[config.mk]
export PLATFORM = sky130hd
export DESIGN_NAME = regfile_bist
export DESIGN_NICKNAME = d
export VERILOG_FILES = /design/src/rtl/regfile_bist.sv
export SDC_FILE = /design/constraint.sdc
export NUM_CORES = 1
export LEC_CHECK = 0
export ABC_AREA = 1
export BUFFER_PORTS_ARGS = -buffer_cell sky130_fd_sc_hd__buf_2
export CORE_ASPECT_RATIO = 1.5
export CORE_UTILIZATION = 35
export DETAILED_ROUTE_END_ITERATION = 10
export GPL_ROUTABILITY_DRIVEN = 0
export GPL_TIMING_DRIVEN = 0
export PLACE_DENSITY_LB_ADDON = 0.08
export SYNTH_ARGS = -nofsm -noshare
export SYNTH_HDL_FRONTEND = slang
export SYNTH_SLANG_ARGS = --single-unit
[constraint.sdc]
create_clock -name i_Clk -period 3.1 [get_ports i_Clk]
set_input_delay 0.93 -clock i_Clk [delete_from_list [all_inputs] [get_ports i_Clk]]
set_output_delay 0.93 -clock i_Clk [all_outputs]
set_load 0.005 [all_outputs]
[src/rtl/regfile_bist.sv]
// regfile_bist
// ------------
// Built-in self-test initiator for the 32 x 32-bit register file in the lab
// datapath. A test runs in two passes:
//   1. Fill all 32 registers with a selected pattern through the write port.
//   2. Read each register back through the asynchronous read port and compare
//      it against the expected value.
// The outcome and the mismatch count are shown on an 8-bit LED bus.
//
// Parameters:
//   ZERO_REG   : 1 when register 0 is hardwired to zero. Its expected
//                readback is then 0 for every pattern.
//
// Ports:
//   i_Clk       : clock; every state change happens on the rising edge
//   i_Reset     : synchronous active-high reset
//   i_Start     : starts a test; only looked at in IDLE
//   i_Pattern   : pattern select, latched when Start is accepted
//   o_W_Addr    : register file write address
//   o_W_Data    : register file write data
//   o_Write_Reg : register file write enable
//   o_R_Addr    : register file read address
//   i_R_Data    : register file asynchronous read data for o_R_Addr
//   o_Busy      : test in progress
//   o_Done      : one-cycle pulse when a test completes
//   o_Pass      : last test had zero mismatches
//   o_Err_Cnt   : number of mismatching registers (0..32)
//   o_Err_Addr  : address of the first mismatch, 0 if none
//   o_LED       : {Busy, Pass, Err_Cnt}
module regfile_bist #(
    parameter bit ZERO_REG = 1'b1
) (
    input  logic        i_Clk,
    input  logic        i_Reset,
    input  logic        i_Start,
    input  logic [1:0]  i_Pattern,
    output logic [4:0]  o_W_Addr,
    output logic [31:0] o_W_Data,
    output logic        o_Write_Reg,
    output logic [4:0]  o_R_Addr,
    input  logic [31:0] i_R_Data,
    output logic        o_Busy,
    output logic        o_Done,
    output logic        o_Pass,
    output logic [5:0]  o_Err_Cnt,
    output logic [4:0]  o_Err_Addr,
    output logic [7:0]  o_LED
);

    typedef enum logic [1:0] {
        IDLE  = 2'd0,
        WRITE = 2'd1,
        READ  = 2'd2,
        DONE  = 2'd3
    } state_t;

    state_t      r_state;
    logic [1:0]  r_pattern;
    logic [4:0]  r_wAddr;
    logic [31:0] r_wData;
    logic        r_writeReg;
    logic [4:0]  r_rAddr;
    logic        r_busy;
    logic        r_done;
    logic        r_pass;
    logic [5:0]  r_errCnt;
    logic [4:0]  r_errAddr;

    logic [31:0] w_exp;
    logic        w_mismatch;
    logic [5:0]  w_errCntNext;

    // Test pattern that is written to register a for pattern select p.
    function automatic logic [31:0] patternFn(input logic [1:0] p, input logic [4:0] a);
        logic [31:0] v;
        case (p)
            2'b00:   v = {27'b0, a};
            2'b01:   v = ~{27'b0, a};
            2'b10:   v = a[0] ? 32'h5555_5555 : 32'hAAAA_AAAA;
            default: v = 32'h1 << a;
        endcase
        return v;
    endfunction

    // The readback is the only combinational path in the block.
    // The write to register 0 is still issued. A hardwired register 0 is
    // expected to drop that write, so its expected readback is 0.
    assign w_exp        = (ZERO_REG && (r_rAddr == 5'd0)) ? 32'h0 : patternFn(r_pattern, r_rAddr);
    assign w_mismatch   = (i_R_Data != w_exp);
    assign w_errCntNext = r_errCnt + {5'b0, w_mismatch};

    // Main sequencer.
    // Every output is registered here. Start is honoured only in IDLE, so a
    // Start pulse during a test cannot restart it or stretch it.
    // The error count needs no saturation logic: there are exactly 32
    // compares, and 6 bits hold 32.
    always_ff @(posedge i_Clk) begin
        if (i_Reset) begin
            r_state    <= IDLE;
            r_pattern  <= 2'b00;
            r_wAddr    <= 5'd0;
            r_wData    <= 32'h0;
            r_writeReg <= 1'b0;
            r_rAddr    <= 5'd0;
            r_busy     <= 1'b0;
            r_done     <= 1'b0;
            r_pass     <= 1'b0;
            r_errCnt   <= 6'd0;
            r_errAddr  <= 5'd0;
        end else begin
            r_done <= 1'b0;
            case (r_state)
                IDLE: begin
                    r_writeReg <= 1'b0;
                    r_rAddr    <= 5'd0;
                    if (i_Start) begin
                        r_pattern  <= i_Pattern;
                        r_errCnt   <= 6'd0;
                        r_errAddr  <= 5'd0;
                        r_pass     <= 1'b0;
                        r_busy     <= 1'b1;
                        r_wAddr    <= 5'd0;
                        r_wData    <= patternFn(i_Pattern, 5'd0);
                        r_writeReg <= 1'b1;
                        r_state    <= WRITE;
                    end
                end
                WRITE: begin
                    // On this edge the register file stores r_wData at
                    // r_wAddr, so the next address and its data are
                    // prepared together.
                    if (r_wAddr == 5'd31) begin
                        r_writeReg <= 1'b0;
                        r_rAddr    <= 5'd0;
                        r_state    <= READ;
                    end else begin
                        r_wAddr <= r_wAddr + 5'd1;
                        r_wData <= patternFn(r_pattern, r_wAddr + 5'd1);
                    end
                end
                READ: begin
                    if (w_mismatch) begin
                        r_errCnt <= w_errCntNext;
                        if (r_errCnt == 6'd0) begin
                            r_errAddr <= r_rAddr;
                        end
                    end
                    if (r_rAddr == 5'd31) begin
                        // Results are final on the same edge that raises Done.
                        r_done  <= 1'b1;
                        r_busy  <= 1'b0;
                        r_pass  <= (w_errCntNext == 6'd0);
                        r_rAddr <= 5'd0;
                        r_state <= DONE;
                    end else begin
                        r_rAddr <= r_rAddr + 5'd1;
                    end
                end
                default: begin
                    r_state <= IDLE;
                end
            endcase
        end
    end

    assign o_W_Addr    = r_wAddr;
    assign o_W_Data    = r_wData;
    assign o_Write_Reg = r_writeReg;
    assign o_R_Addr    = r_rAddr;
    assign o_Busy      = r_busy;
    assign o_Done      = r_done;
    assign o_Pass      = r_pass;
    assign o_Err_Cnt   = r_errCnt;
    assign o_Err_Addr  = r_errAddr;
    assign o_LED       = {r_busy, r_pass, r_errCnt};

endmodule

# After elaboration in Yosys (flattened, before gate mapping)
# Cells that the tools add are included.
# classes
n_mul	0
muxes	35
add_sub_neg	3
reduce_logical	18
eq_ne	15
n_lt_le_gt_ge	0
div	0
bitwise_logic	3
shift	2
# op_table
operator	n
one-hot mux 32 bit (3 select lines)	3
2-to-1 mux 32 bit	5
NOT 5 -> 32 bit	2
one-hot mux 32 bit (2 select lines)	1
<< shifter 1 x 5 -> 32 bit, first input constant	2
!= test 32 bit	1
2-to-1 mux 5 bit	6
one-hot mux 5 bit (2 select lines)	2
one-hot mux 5 bit (3 select lines)	1
zero test 6 bit	2
2-to-1 mux 6 bit	2
!= test 2 bit, second input constant	6
one-hot mux 6 bit (2 select lines)	1
AND reduction 3 bit	4
adder 5 x 1 -> 5 bit, second input constant	2
equality test 5 bit, second input constant	2
2-to-1 mux 1 bit	7
adder 6 x 1 -> 6 bit	1
equality test 2 x 1 -> 1 bit, second input constant	3
equality test 2 bit, second input constant	3
zero test 2 bit	3
2-to-1 mux 2 bit	3
one-hot mux 1 bit (2 select lines)	3
one-hot mux 2 bit (3 select lines)	1
other kinds (7)	10
# word_totals
regBits	61
ram_bits	0
n_memories	0
rom_bits	0
latchBits	0

# Logic depth before layout (Yosys ltp)
# Gate-level depths: netlist of run 1.
# depth
word_depth	8
ltp_mapped	24

# Least setup slack after synthesis of run 1
# Ideal clock, no wire load.
# synth_timing
kind	reg-to-reg
from	reg r_rAddr[0] (netlist: o_R_Addr[0])
to	reg r_pass (netlist: o_Pass)
arrival_time_ns	2.842
path_stages_with_launch	20
n_path_buf	3
period_less_slack_ns	2.912
slack_ns	0.188
cell_sequence	dfxtp_1 > buf_2 > inv_1 > ha_1 > nand3_2 > buf_4 > buf_6 > nand3_1 > nand2_1 > nand3_1 > nor2_1 > nand2_1 > nor2_2 > nand2_1 > ha_1 > ha_1 > xor2_1 > nor4_1 > nand4_1 > a21oi_1
# synth_between
elab_chain_len	8
elab_cells_between_ends	14
classes_between	add/sub: 1; eq/ne: 3; shift: 1; mux: 5; bitwise: 1; reduce/logical: 3
# synth_lines
element	line	source
start: declaration	62	logic [4:0] r_rAddr;
start signal: assignment	156	r_rAddr <= r_rAddr + 5'd1;
<< shifter 1 x 5 -> 32 bit (tied with other cells)	80	default: v = 32'h1 << a;
one-hot mux 32 bit (3 select lines)	76	case (p)
2-to-1 mux 32 bit	88	assign w_exp = (ZERO_REG && (r_rAddr == 5'd0)) ? 32'h0 : patternFn(r_pattern, r_rAddr);
!= test 32 bit	89	assign w_mismatch = (i_R_Data != w_exp);
adder 6 x 1 -> 6 bit	90	assign w_errCntNext = r_errCnt + {5'b0, w_mismatch};
zero test 6 bit	152	r_pass <= (w_errCntNext == 6'd0);
2-to-1 mux 1 bit	148	if (r_rAddr == 5'd31) begin
one-hot mux 1 bit (2 select lines)	112	case (r_state)
end signal: assignment	152	
end: declaration	65	logic r_pass;
# Parallel ways exist; a longest one is shown, timed or not. The select of a mux whose other input is x is not followed.
# A chain may end at the register's enable or synchronous reset.

# Final worst setup path of run 1
# Same ends and word-level chain as after synthesis.

==> results of run 1 <==
## report_power, final
part / internal, mW / switching (mW) / total [mW]
clock network: 0.580 / 0.351 / 0.931
registers: 0.999 / 0.183 / 1.18
logic: 1.05 / 1.48 / 2.54
## metrics by stage
step | power (mW) | TNS, ns | std cells | cell area (sq um)
2_1_floorplan | 2.75 | 0 | 759 | 4560
3_3_place_gp | 3.42 | -1.17 | 1015 | 5260
3_5_place_dp | 3.46 | -1.34 | 1015 | 5260
4_1_cts | 4.56 | 0 | 1036 | 5680
5_1_grt | 5.07 | -0.0121 | 1040 | 5780
6_report | 4.65 | 0 | 1040 | 5780
## metal layers
layer | routed length, um | up-vias
met4 | 391 | 0
li1 | - | 2700
met2 | 7750 | 133
met1 | 5730 | 2358
met5 | 0 | -
met3 | 643 | 26
## final timing paths
kind | endpoint | depth (start not counted) | slack, ns | startpoint
worst max-delay path | o_Pass$_SDFFE_PP0P_ | 19 | 0.21 | o_R_Addr[0]$_SDFFE_PP0P_
worst min-delay path | o_Pass$_SDFFE_PP0P_ | 2 | 0.48 | o_Pass$_SDFFE_PP0P_
worst max register to register | o_Pass$_SDFFE_PP0P_ | 19 | 0.21 | o_R_Addr[0]$_SDFFE_PP0P_
worst min register to register | o_Pass$_SDFFE_PP0P_ | 2 | 0.48 | o_Pass$_SDFFE_PP0P_
## tightest hold or removal path, delay by kind of cell, from the launching register on
kind / cells / cell delay (ns)
compound gates: 1 / 0.05
simple gates: 1 / 0.06
flops: 1 / 0.32
## layout by cell type, fill, tap and decap left out, drive strengths merged, types with 5 or more instances in the layout
master / netlist / final
ha: 21 / 21
nor2: 65 / 65
nand4: 12 / 12
nand3b: 5 / 5
a31oi: 17 / 17
nand2: 238 / 238
a21oi: 55 / 55
dfxtp: 61 / 61
clkbuf: 21 / 34
nand3: 80 / 80
o21ai: 55 / 55
inv: 78 / 79
buf: 30 / 139
## flip-flops by register name (all words and copies together), names as in the netlist
register     flops
o_Pass           1
o_Err_Cnt        6
o_Busy           1
o_Write_Reg      1
o_Err_Addr       5
r_pattern        2
o_Done           1
o_W_Addr         5
o_W_Data        32
o_R_Addr         5
r_state          2
## logic make-up after synthesis
logic type / synth area share [%]
AO/OA/AOI/OAI: 16.2
adder cells (fa/ha/maj): 5.76
buffers and inverters: 13.0
XOR/XNOR: 0.768
flip-flops: 26.8
AND/OR/NAND/NOR: 37.6
## what timing repair did
action                                  4_1_cts  5_1_grt
resized for setup                            36       21
cloned                                        1        0
endpoints found under the hold margin         0        0
pin swaps                                     8       10
setup buffers                                 5        4
endpoints found under the setup margin        6        1
## layout make-up
type                    count  share of cell area, %
inverters                  80                   5.37
multi-input cells         567                   49.5
well taps                 156                   3.38
flip-flops and latches     61                   21.3
clock buffers              12                   4.44
clock inverters             3                  0.368
repair buffers            110                   10.0
plain buffers              51                   5.65
==> results.txt, run 1 <==
----------------------------------------------------
[Finish]
  Utilization after layout ... 46.0%
  Area taken by flip-flops and latches ... 1230 sq um
  Area delta synth->final ... 26.6%
  Area occupied by multi-input gates ... 2860 sq um
  Fill cell count ... 1356
  Post-layout net count ... ~940
  Layout cell share with drive strength beyond 1 ... 21.4%
  Antenna diode instance count ... 0

[Critical path]
  Critical path's slowest cell ... dfxtp_4
  Kind of start point of the critical path ... register
  Endpoint required time on the critical path ... 3.36 ns
  Chain of cells forming the critical path ... buf_8, inv_4, ha_4, buf_4, nand3_1, o21ai_1, nand3_1, nand2_1, nand3_1, nor2_2, nand2_1, nor2_4, nand2_2, ha_4, ha_4, xor2_2, nor4_2, nand4_1, a21oi_1
  Critical Path Fanout Max ... 7
  Highest cell delay on the worst timing path ... 0.36 ns
  Delay-heaviest family, CP ... simple AND/OR/NAND/NOR gates
  Crit Path Class ... register to register
  Sort of element at the end of the critical path ... register
  Number of buffers and inverters on the critical path ... 3
  CP Data Arrival Time ... ~3.2 ns

[Synth]
  Async set-reset flop share out of synthesis ... 0%
  Commonest cells post-synth ... nand2_1 (237), nand3_1 (77), inv_1 (73)
  Mean instance size in the synthesized netlist ... 6.01 sq um
  Largest cells by area after synthesis ... dfxtp_1 (27%), nand2_1 (19%), nand3_1 (8.4%)
  Seq cells post-synth ... 61
  Mapped Nets ... 817
  Cells after Synth ... 759
  Top FF cell, synth ... dfxtp_1
  Library cell with the highest instance count after synthesis ... nand2_1
  Share of the synthesized area in the top cell type ... 26.8%
  Post-synthesis cell area ... 4560 sq um
  Sequential cell area fraction in the yosys report ... 26.8%
  Count of flip-flops with a built-in enable after synthesis ... 0
  Dominant cell type by area after synthesis ... dfxtp_1
  Count of cell types in the netlist ... 36
  Count of yosys warnings during synthesis ... 0

[Placement]
  HPWL after detailed placement ... between 10000 and 15000 um
  Post-Place Setup Slack ... -0.470 ns
  Count of input and output buffers ... 100

[Outcome]
  Status ... finished clean

[Clocking]
  Clock transition at path regs ... roughly 0.05 ns
  Maximum root-to-sink buffer count ... 2
  Hold-fix buffers at CTS ... 0
  Number of buffers inserted during clock tree synthesis ... 9
  Number of sinks driven by the clock tree ... 61
  Source-to-sink clock delay at the later pin of the worst-skew pair ... 0.33 ns
  TritonCTS clock tree ... built
  H-Tree Depth ... 3
  Clock root cell ... clkbuf_16

[STA]
  Final count of negative-setup-slack endpoints ... 0
  Period utilisation layout ... between 90 and 100%
  Hold violation count in the final report ... 0
  Final slew viol count ... 0
  Final setup margin ... 0.208 ns
  Post-layout minimum cycle time ... 2.89 ns
  Worst setup skew after layout ... 0.00869 ns
  Actual slew at the worst max-slew pin ... a little over 0.7 ns
  Final hold slack ... 0.481 ns
  Peak Freq ... 0.346 GHz
  Worst relative slew slack ... a little over half

[Global route]
  Wire length of the first global-routing pass ... 23400 um
  Aggregate global routing overflow ... 0
  Global-route met2 utilization ... 41.6%
  Most heavily used metal layer in global routing ... met2
  Routing usage on met3 ... 3.64%
  Overall fraction of global-route tracks in use ... 22.0%
  Number of global-route vias before repair ... roughly 5000
  Largest net degree at the start of global routing ... 12
  Global-route met1 utilization ... 23.4%
  Initial antenna violation count ... 0

[Power and ir drop]
  Highest ir drop seen on vdd ... 0.333 mV
  Static Leakage ... 2.72 nW
  Power per standard cell area ... approximately 800 nW/um^2

[Die]
  Area of the core ... 12600 sq um
  Height of the die ... about 140 um
  Horizontal die dimension ... 95.2 um
  Row count ... 50
  DIE AREA ... between 10000 and 15000 sq um
  Initial cell density of the core ... 36.3%
  Top-level port count ... around 100

[Detailed routing]
  Number of detailed-routing iterations run before antenna repair ... 4
  Antenna-violating nets left ... 0
  Per-cell via count in the routed design ... around 5.0
  Total wirelength of the detailed-routed design ... 14500 um
  Final routed DRC violation total ... 0
  Number of violations reported at the end of detailed-routing iteration 0 ... approximately 190
  Routed vias ... around 5200
  Average detailed-routed wire length per instance ... 14.0 um

[Hold path]
  Classification of the worst-slack hold path ... register to register

[Flow run]
  Total of max-cap violations ... 0

----------------------------------------------------
No activity file was read; power rests on OpenSTA's default activity.
==> run 2: changes to the inputs <==
- CELL_PAD_IN_SITES_DETAIL_PLACEMENT: unset -> 1
- CELL_PAD_IN_SITES_GLOBAL_PLACEMENT: unset -> 1
- CTS_BUF_LIST: unset -> sky130_fd_sc_hd__clkbuf_4 sky130_fd_sc_hd__clkbuf_8
==> results.txt, run 2 (synthesized netlist as in run 1, its figures left out) <==
----------------------------------------------------
[Placement]
  Count of input and output buffers ... 100
  Post-Place Setup Slack ... -0.713 ns
  HPWL after detailed placement ... between 10000 and 15000 um
  # placed instances ... 1015
  Post-place instance area ... about 5300 sq um

[Global route]
  Aggregate global routing overflow ... 0
  Overall fraction of global-route tracks in use ... 25.0%
  Largest net degree at the start of global routing ... 12
  Global-route met1 utilization ... 25.8%
  Global-route met2 utilization ... 49.0%
  Initial antenna violation count ... 0
  Routing usage on met3 ... 3.80%
  Most heavily used metal layer in global routing ... met2
  Number of global-route vias before repair ... about 5600
  Wire length of the first global-routing pass ... 26400 um

[Clocking]
  Number of sinks driven by the clock tree ... slightly above 60
  Maximum root-to-sink buffer count ... 2
  H-Tree Depth ... 3
  Source-to-sink clock delay at the later pin of the worst-skew pair ... 0.35 ns
  Number of buffers inserted during clock tree synthesis ... 9
  TritonCTS clock tree ... built
  Clock root cell ... clkbuf_8
  Hold-fix buffers at CTS ... 0
  Clock transition at path regs ... 0.08 ns

[Finish]
  Max FFs per register ... 32
  Final design area excluding fillers ... 5840 sq um
  Most common library cell in the layout ignoring fill and taps ... nand2_1
  Layout cell share with drive strength beyond 1 ... 23.2%
  Area delta synth->final ... 27.9%
  Commonest cells after routing, fill and taps aside ... nand2_1 (231), buf_2 (105), nand3_1 (76)
  Utilization after layout ... a little under half
  Non-filler cells in the finished layout ... 1052
  Antenna diode instance count ... 0
  Post-layout net count ... 949

[Critical path]
  Cell seen most often among critical-path stages ... nand2_1
  Delay-heaviest family, CP ... simple AND/OR/NAND/NOR gates
  CP Data Arrival Time ... between 3 and 4 ns
  Endpoint required time on the critical path ... roughly 3.4 ns
  Flop-to-flop setup slack ... around 0.12 ns
  Chain of cells forming the critical path ... buf_6, buf_4, o21ai_4, nand2_2, inv_4, buf_8, nand2_1, nand2_1, nand3_1, nor2_2, nand2_1, nor2_4, nand2_2, ha_4, ha_4, xor2_2, nor4_2, nand4_1, a21oi_1
  Sort of element at the end of the critical path ... register
  Highest cell delay on the worst timing path ... between 0.3 and 0.4 ns
  Critical Path Fanout Max ... 10
  Critical path's slowest cell ... dfxtp_4
  Kind of start point of the critical path ... register
  Number of buffers and inverters on the critical path ... 4
  Crit Path Class ... register to register

[Power and ir drop]
  Static Leakage ... 2.76 nW
  Power per standard cell area ... 810 nW/um^2
  Highest ir drop seen on vdd ... 0.292 mV

[Die]
  Height of the die ... 142 um
  Horizontal die dimension ... 95.2 um
  Top-level port count ... 102
  Area of the core ... 12600 sq um
  DIE AREA ... 13500 sq um
  Row count ... 50
  Initial cell density of the core ... 36.3%

[Detailed routing]
  Per-cell via count in the routed design ... about 5.2
  Average detailed-routed wire length per instance ... 15.7 um
  Final routed DRC violation total ... 0
  Routed vias ... 5458
  Number of detailed-routing iterations run before antenna repair ... 4
  Total wirelength of the detailed-routed design ... 16500 um
  Number of violations reported at the end of detailed-routing iteration 0 ... ~130
  Antenna-violating nets left ... 0

[STA]
  Final slew viol count ... 0
  Final hold slack ... 0.487 ns
  Worst relative slew slack ... 51.1%
  Period utilisation layout ... 96.1%
  Worst setup skew after layout ... 0.00952 ns
  Final setup margin ... between 0.1 and 0.15 ns
  Final count of negative-setup-slack endpoints ... 0
  Post-layout minimum cycle time ... 2.98 ns
  Actual slew at the worst max-slew pin ... 0.731 ns
  Peak Freq ... around 0.34 GHz
  Hold violation count in the final report ... 0

[Hold path]
  Classification of the worst-slack hold path ... register to register

[Outcome]
  Status ... finished clean

[Flow run]
  Total of max-cap violations ... 0

----------------------------------------------------
## run 2: timing repair
| action | 4_1_cts | 5_1_grt |
|---|---|---|
| gates resized for setup | 44 | 33 |
| setup buffers | 15 | 5 |
| pin swaps | 9 | 19 |
| gates cloned | 1 | 1 |
| setup endpoints to repair | 7 | 4 |
## run 2: per-layer routing
| metal | routed length (um) | share of wire (%) |
|---|---|---|
| met2 | 9170 | 56 |
| met4 | 400 | 2.4 |
| met1 | 6500 | 39 |
| met3 | 426 | 2.6 |
| met5 | 0 | 0 |
## run 2: worst register-to-register path: cells and delay by family (launching register included)
kind                       cells  cell delay (ns)
and+or+nand+nor               10             1.26
buffers and inverters          4             0.47
DFF                            1             0.35
AOI/OAI and AO/OA              2             0.35
adders and majority gates      2             0.33
xor gates and xnor gates       1             0.15
## run 2: layout make-up
cell class                      count  area [sq um]
Buffer                             51           337
Clock buffer                       11           145
Clock inverter                      5          82.6
Fill cell                        1744          6740
Inverter                           80           315
Multi-Input combinational cell    567          2870
Sequential cell                    61          1230
Tap cell                          156           195
Timing Repair Buffer              121           659
## run 2: path summary, 6_finish.rpt
path	startpoint	endpoint	cells after the start
max	o_R_Addr[0]$_SDFFE_PP0P_	o_Pass$_SDFFE_PP0P_	19
min	o_Busy$_SDFFE_PP0P_	o_Busy$_SDFFE_PP0P_	2
max reg2reg	o_R_Addr[0]$_SDFFE_PP0P_	o_Pass$_SDFFE_PP0P_	19
min reg2reg	o_Busy$_SDFFE_PP0P_	o_Busy$_SDFFE_PP0P_	2
## run 2: per-stage QoR
stage	total power [mW]	TNS (ns)
detailed placement	3.53	-2.56
global placement	3.44	-1.88
global route	5.14	-0.0195
finish	4.73	0
floorplan	2.75	0
CTS	4.64	0
## run 2: power by group
part	leakage, nW	total [mW]	internal, mW	switching (mW)
registers	0.501	1.19	0.997	0.191
logic	2.15	2.71	1.11	1.60
clock network	0.117	0.833	0.487	0.347
==> run 3: changes to the inputs <==
- clock period: 3.1 -> 3 ns (I/O delays scaled with it)
==> results.txt, run 3 (synthesized netlist as in run 1, its figures left out) <==
----------------------------------------------------
[Outcome]
  Status ... finished clean

[STA]
  Hold violation count in the final report ... 0
  Setup total negative slack ... 0 ns
  Period utilisation layout ... approximately 99%
  Final count of negative-setup-slack endpoints ... 0
  Worst relative slew slack ... 60.6%
  Actual slew at the worst max-slew pin ... 0.592 ns
  Final setup margin ... 0.0260 ns
  Setup repair after global routing missed its margin ... true
  Final slew viol count ... 0
  Post-layout minimum cycle time ... approximately 3 ns
  Worst setup skew after layout ... 0.0102 ns
  Final hold slack ... 0.487 ns
  Peak Freq ... 0.336 GHz

[Critical path]
  Endpoint required time on the critical path ... 3.29 ns
  R2r startpoint ... o_R_Addr[0]$_SDFFE_PP0P_
  Kind of start point of the critical path ... register
  CP Data Arrival Time ... between 3 and 4 ns
  Critical Path Fanout Max ... 10
  Critical register-to-register path endpoint ... o_Pass$_SDFFE_PP0P_
  Flop-to-flop setup slack ... 0.03 ns
  Worst-case reg-to-reg path depth ... 19
  Sort of element at the end of the critical path ... register
  Crit Path Class ... register to register

[Finish]
  Fill cell count ... 1745
  Post-layout net count ... ~950
  Area taken by flip-flops and latches ... about 1200 sq um
  Commonest cells after routing, fill and taps aside ... nand2_1 (229), buf_2 (104), nand3_1 (76)
  Antenna diode instance count ... 0
  Utilization after layout ... 46.7%
  Max FFs per register ... 32
  Most common library cell in the layout ignoring fill and taps ... nand2_1
  Area occupied by multi-input gates ... 2890 sq um
  Area delta synth->final ... 28.8%
  Non-filler cells in the finished layout ... 1054
  Layout cell share with drive strength beyond 1 ... 23.9%
  Final design area excluding fillers ... 5880 sq um

[Power and ir drop]
  Reported net switching power ... around 2.2 mW
  Sequential power share ... about a quarter
  Highest ir drop seen on vdd ... about 0.28 mV
  Total power consumption of the routed design ... 4.93 mW
  Static Leakage ... 2.78 nW
  Net Sw Frac ... a little under half
  Clk pwr share ... 17.6%
  Part of the total power dissipated in combinational logic ... 57.5%
  Internal power ... 2.70 mW
  Power per standard cell area ... 838 nW/um^2

[Detailed routing]
  Number of detailed-routing iterations run before antenna repair ... 4
  Average detailed-routed wire length per instance ... ~16 um
  Routed vias ... 5465
  Antenna-violating nets left ... 0
  Final routed DRC violation total ... 0
  Per-cell via count in the routed design ... approximately 5.2
  Total wirelength of the detailed-routed design ... 16600 um
  Number of violations reported at the end of detailed-routing iteration 0 ... 136

[Placement]
  HPWL after detailed placement ... 12600 um
  Post-Place Setup Slack ... -0.813 ns
  Post-place instance area ... 5260 sq um
  Count of input and output buffers ... 100
  # placed instances ... 1015

[Clocking]
  H-Tree Depth ... 3
  Number of buffers inserted during clock tree synthesis ... 9
  Clock transition at path regs ... 0.08 ns
  Clock root cell ... clkbuf_8
  Maximum root-to-sink buffer count ... 2
  TritonCTS clock tree ... built
  Number of sinks driven by the clock tree ... a little over 60
  Source-to-sink clock delay at the later pin of the worst-skew pair ... 0.35 ns

[Global route]
  Aggregate global routing overflow ... 0
  Initial antenna violation count ... 0
  Overall fraction of global-route tracks in use ... 25.0%
  Number of global-route vias before repair ... 5602
  Wire length of the first global-routing pass ... 26400 um
  Routing usage on met3 ... 3.80%
  Largest net degree at the start of global routing ... 12
  Most heavily used metal layer in global routing ... met2
  Global-route met2 utilization ... 49.0%
  Global-route met1 utilization ... about a quarter

[Die]
  Area of the core ... roughly 13000 sq um
  Height of the die ... 142 um
  Top-level port count ... 102
  Row count ... 50
  DIE AREA ... 13500 sq um
  Initial cell density of the core ... 36.3%
  Horizontal die dimension ... 95.2 um

[Hold path]
  Classification of the worst-slack hold path ... register to register
  Worst hold path stage count ... 2
  Startpoint of the tightest hold check path ... o_Busy$_SDFFE_PP0P_
  WHS Endpoint ... o_Busy$_SDFFE_PP0P_

[Flow run]
  Total of max-cap violations ... 0

----------------------------------------------------
[run 3: cell count changes in the layout (fill, tap and decap cells not counted), sizes merged]
cell	delta
clkbuf	+1
buf	+1
[run 3: layout make-up]
cell class                 instances  area share [%]
multi-input combinational        567            49.1
inverter                          80            5.41
tap                              156            3.32
sequential                        61            20.9
buffer                            51            5.79
clock buffer                      11            2.47
timing repair buffer             123            11.5
clock inverter                     5            1.41
[run 3: per-layer routing]
metal / wire length (um) / share of wire, %
met1: 6510 / 39
met2: 9190 / 55
met3: 475 / 2.9
met4: 403 / 2.4
met5: 0 / 0
[run 3: critical path: stages (launching register included)]
cell and delay [ns]:
dfxtp_4 0.36, buf_6 0.13, buf_4 0.14, o21ai_4 0.19, nand2_2 0.10, inv_4 0.08, buf_8 0.13, nand2_1 0.07
nand2_1 0.08, nand3_1 0.10, nor2_2 0.14, nand2_1 0.11, nor2_4 0.15, nand2_2 0.09, ha_4 0.17, ha_4 0.16
xor2_2 0.15, nor4_2 0.26, nand4_1 0.15, a21oi_1 0.15
[run 3: power groups by stage]
stage	combinational, mW	sequential, mW	clock [mW]
after floorplan	1.64	1.21	0
after global placement	2.34	1.21	0
after detailed placement	2.42	1.23	0
after CTS	2.69	1.23	0.882
after global routing	3.17	1.26	0.915
final	2.83	1.23	0.867
[run 3: repair_timing]
| item | 4_1_cts | 5_1_grt |
|---|---|---|
| gates cloned | 1 | 1 |
| pin swaps | 9 | 20 |
| endpoints found under the setup margin | 12 | 21 |
| buffers inserted | 15 | 6 |
| resized for setup | 44 | 42 |
| endpoints found under the hold margin | 0 | 0 |
| hold buffers | 0 | 0 |
[run 3: how the worst max path moves through the flow]
stage / from / end / slack [ns] / depth (start not counted)
final: o_R_Addr[0]$_SDFFE_PP0P_ / o_Pass$_SDFFE_PP0P_ / 0.03 / 19
after detailed placement: o_R_Addr[0]$_SDFFE_PP0P_ / o_Pass$_SDFFE_PP0P_ / -0.81 / 20
after global placement: o_R_Addr[0]$_SDFFE_PP0P_ / o_Pass$_SDFFE_PP0P_ / -0.69 / 20
after global routing: o_R_Addr[0]$_SDFFE_PP0P_ / o_Pass$_SDFFE_PP0P_ / -0.12 / 21
after floorplan: o_R_Addr[0]$_SDFFE_PP0P_ / o_Pass$_SDFFE_PP0P_ / 0.09 / 19
after CTS: o_R_Addr[0]$_SDFFE_PP0P_ / o_Pass$_SDFFE_PP0P_ / -0.09 / 21
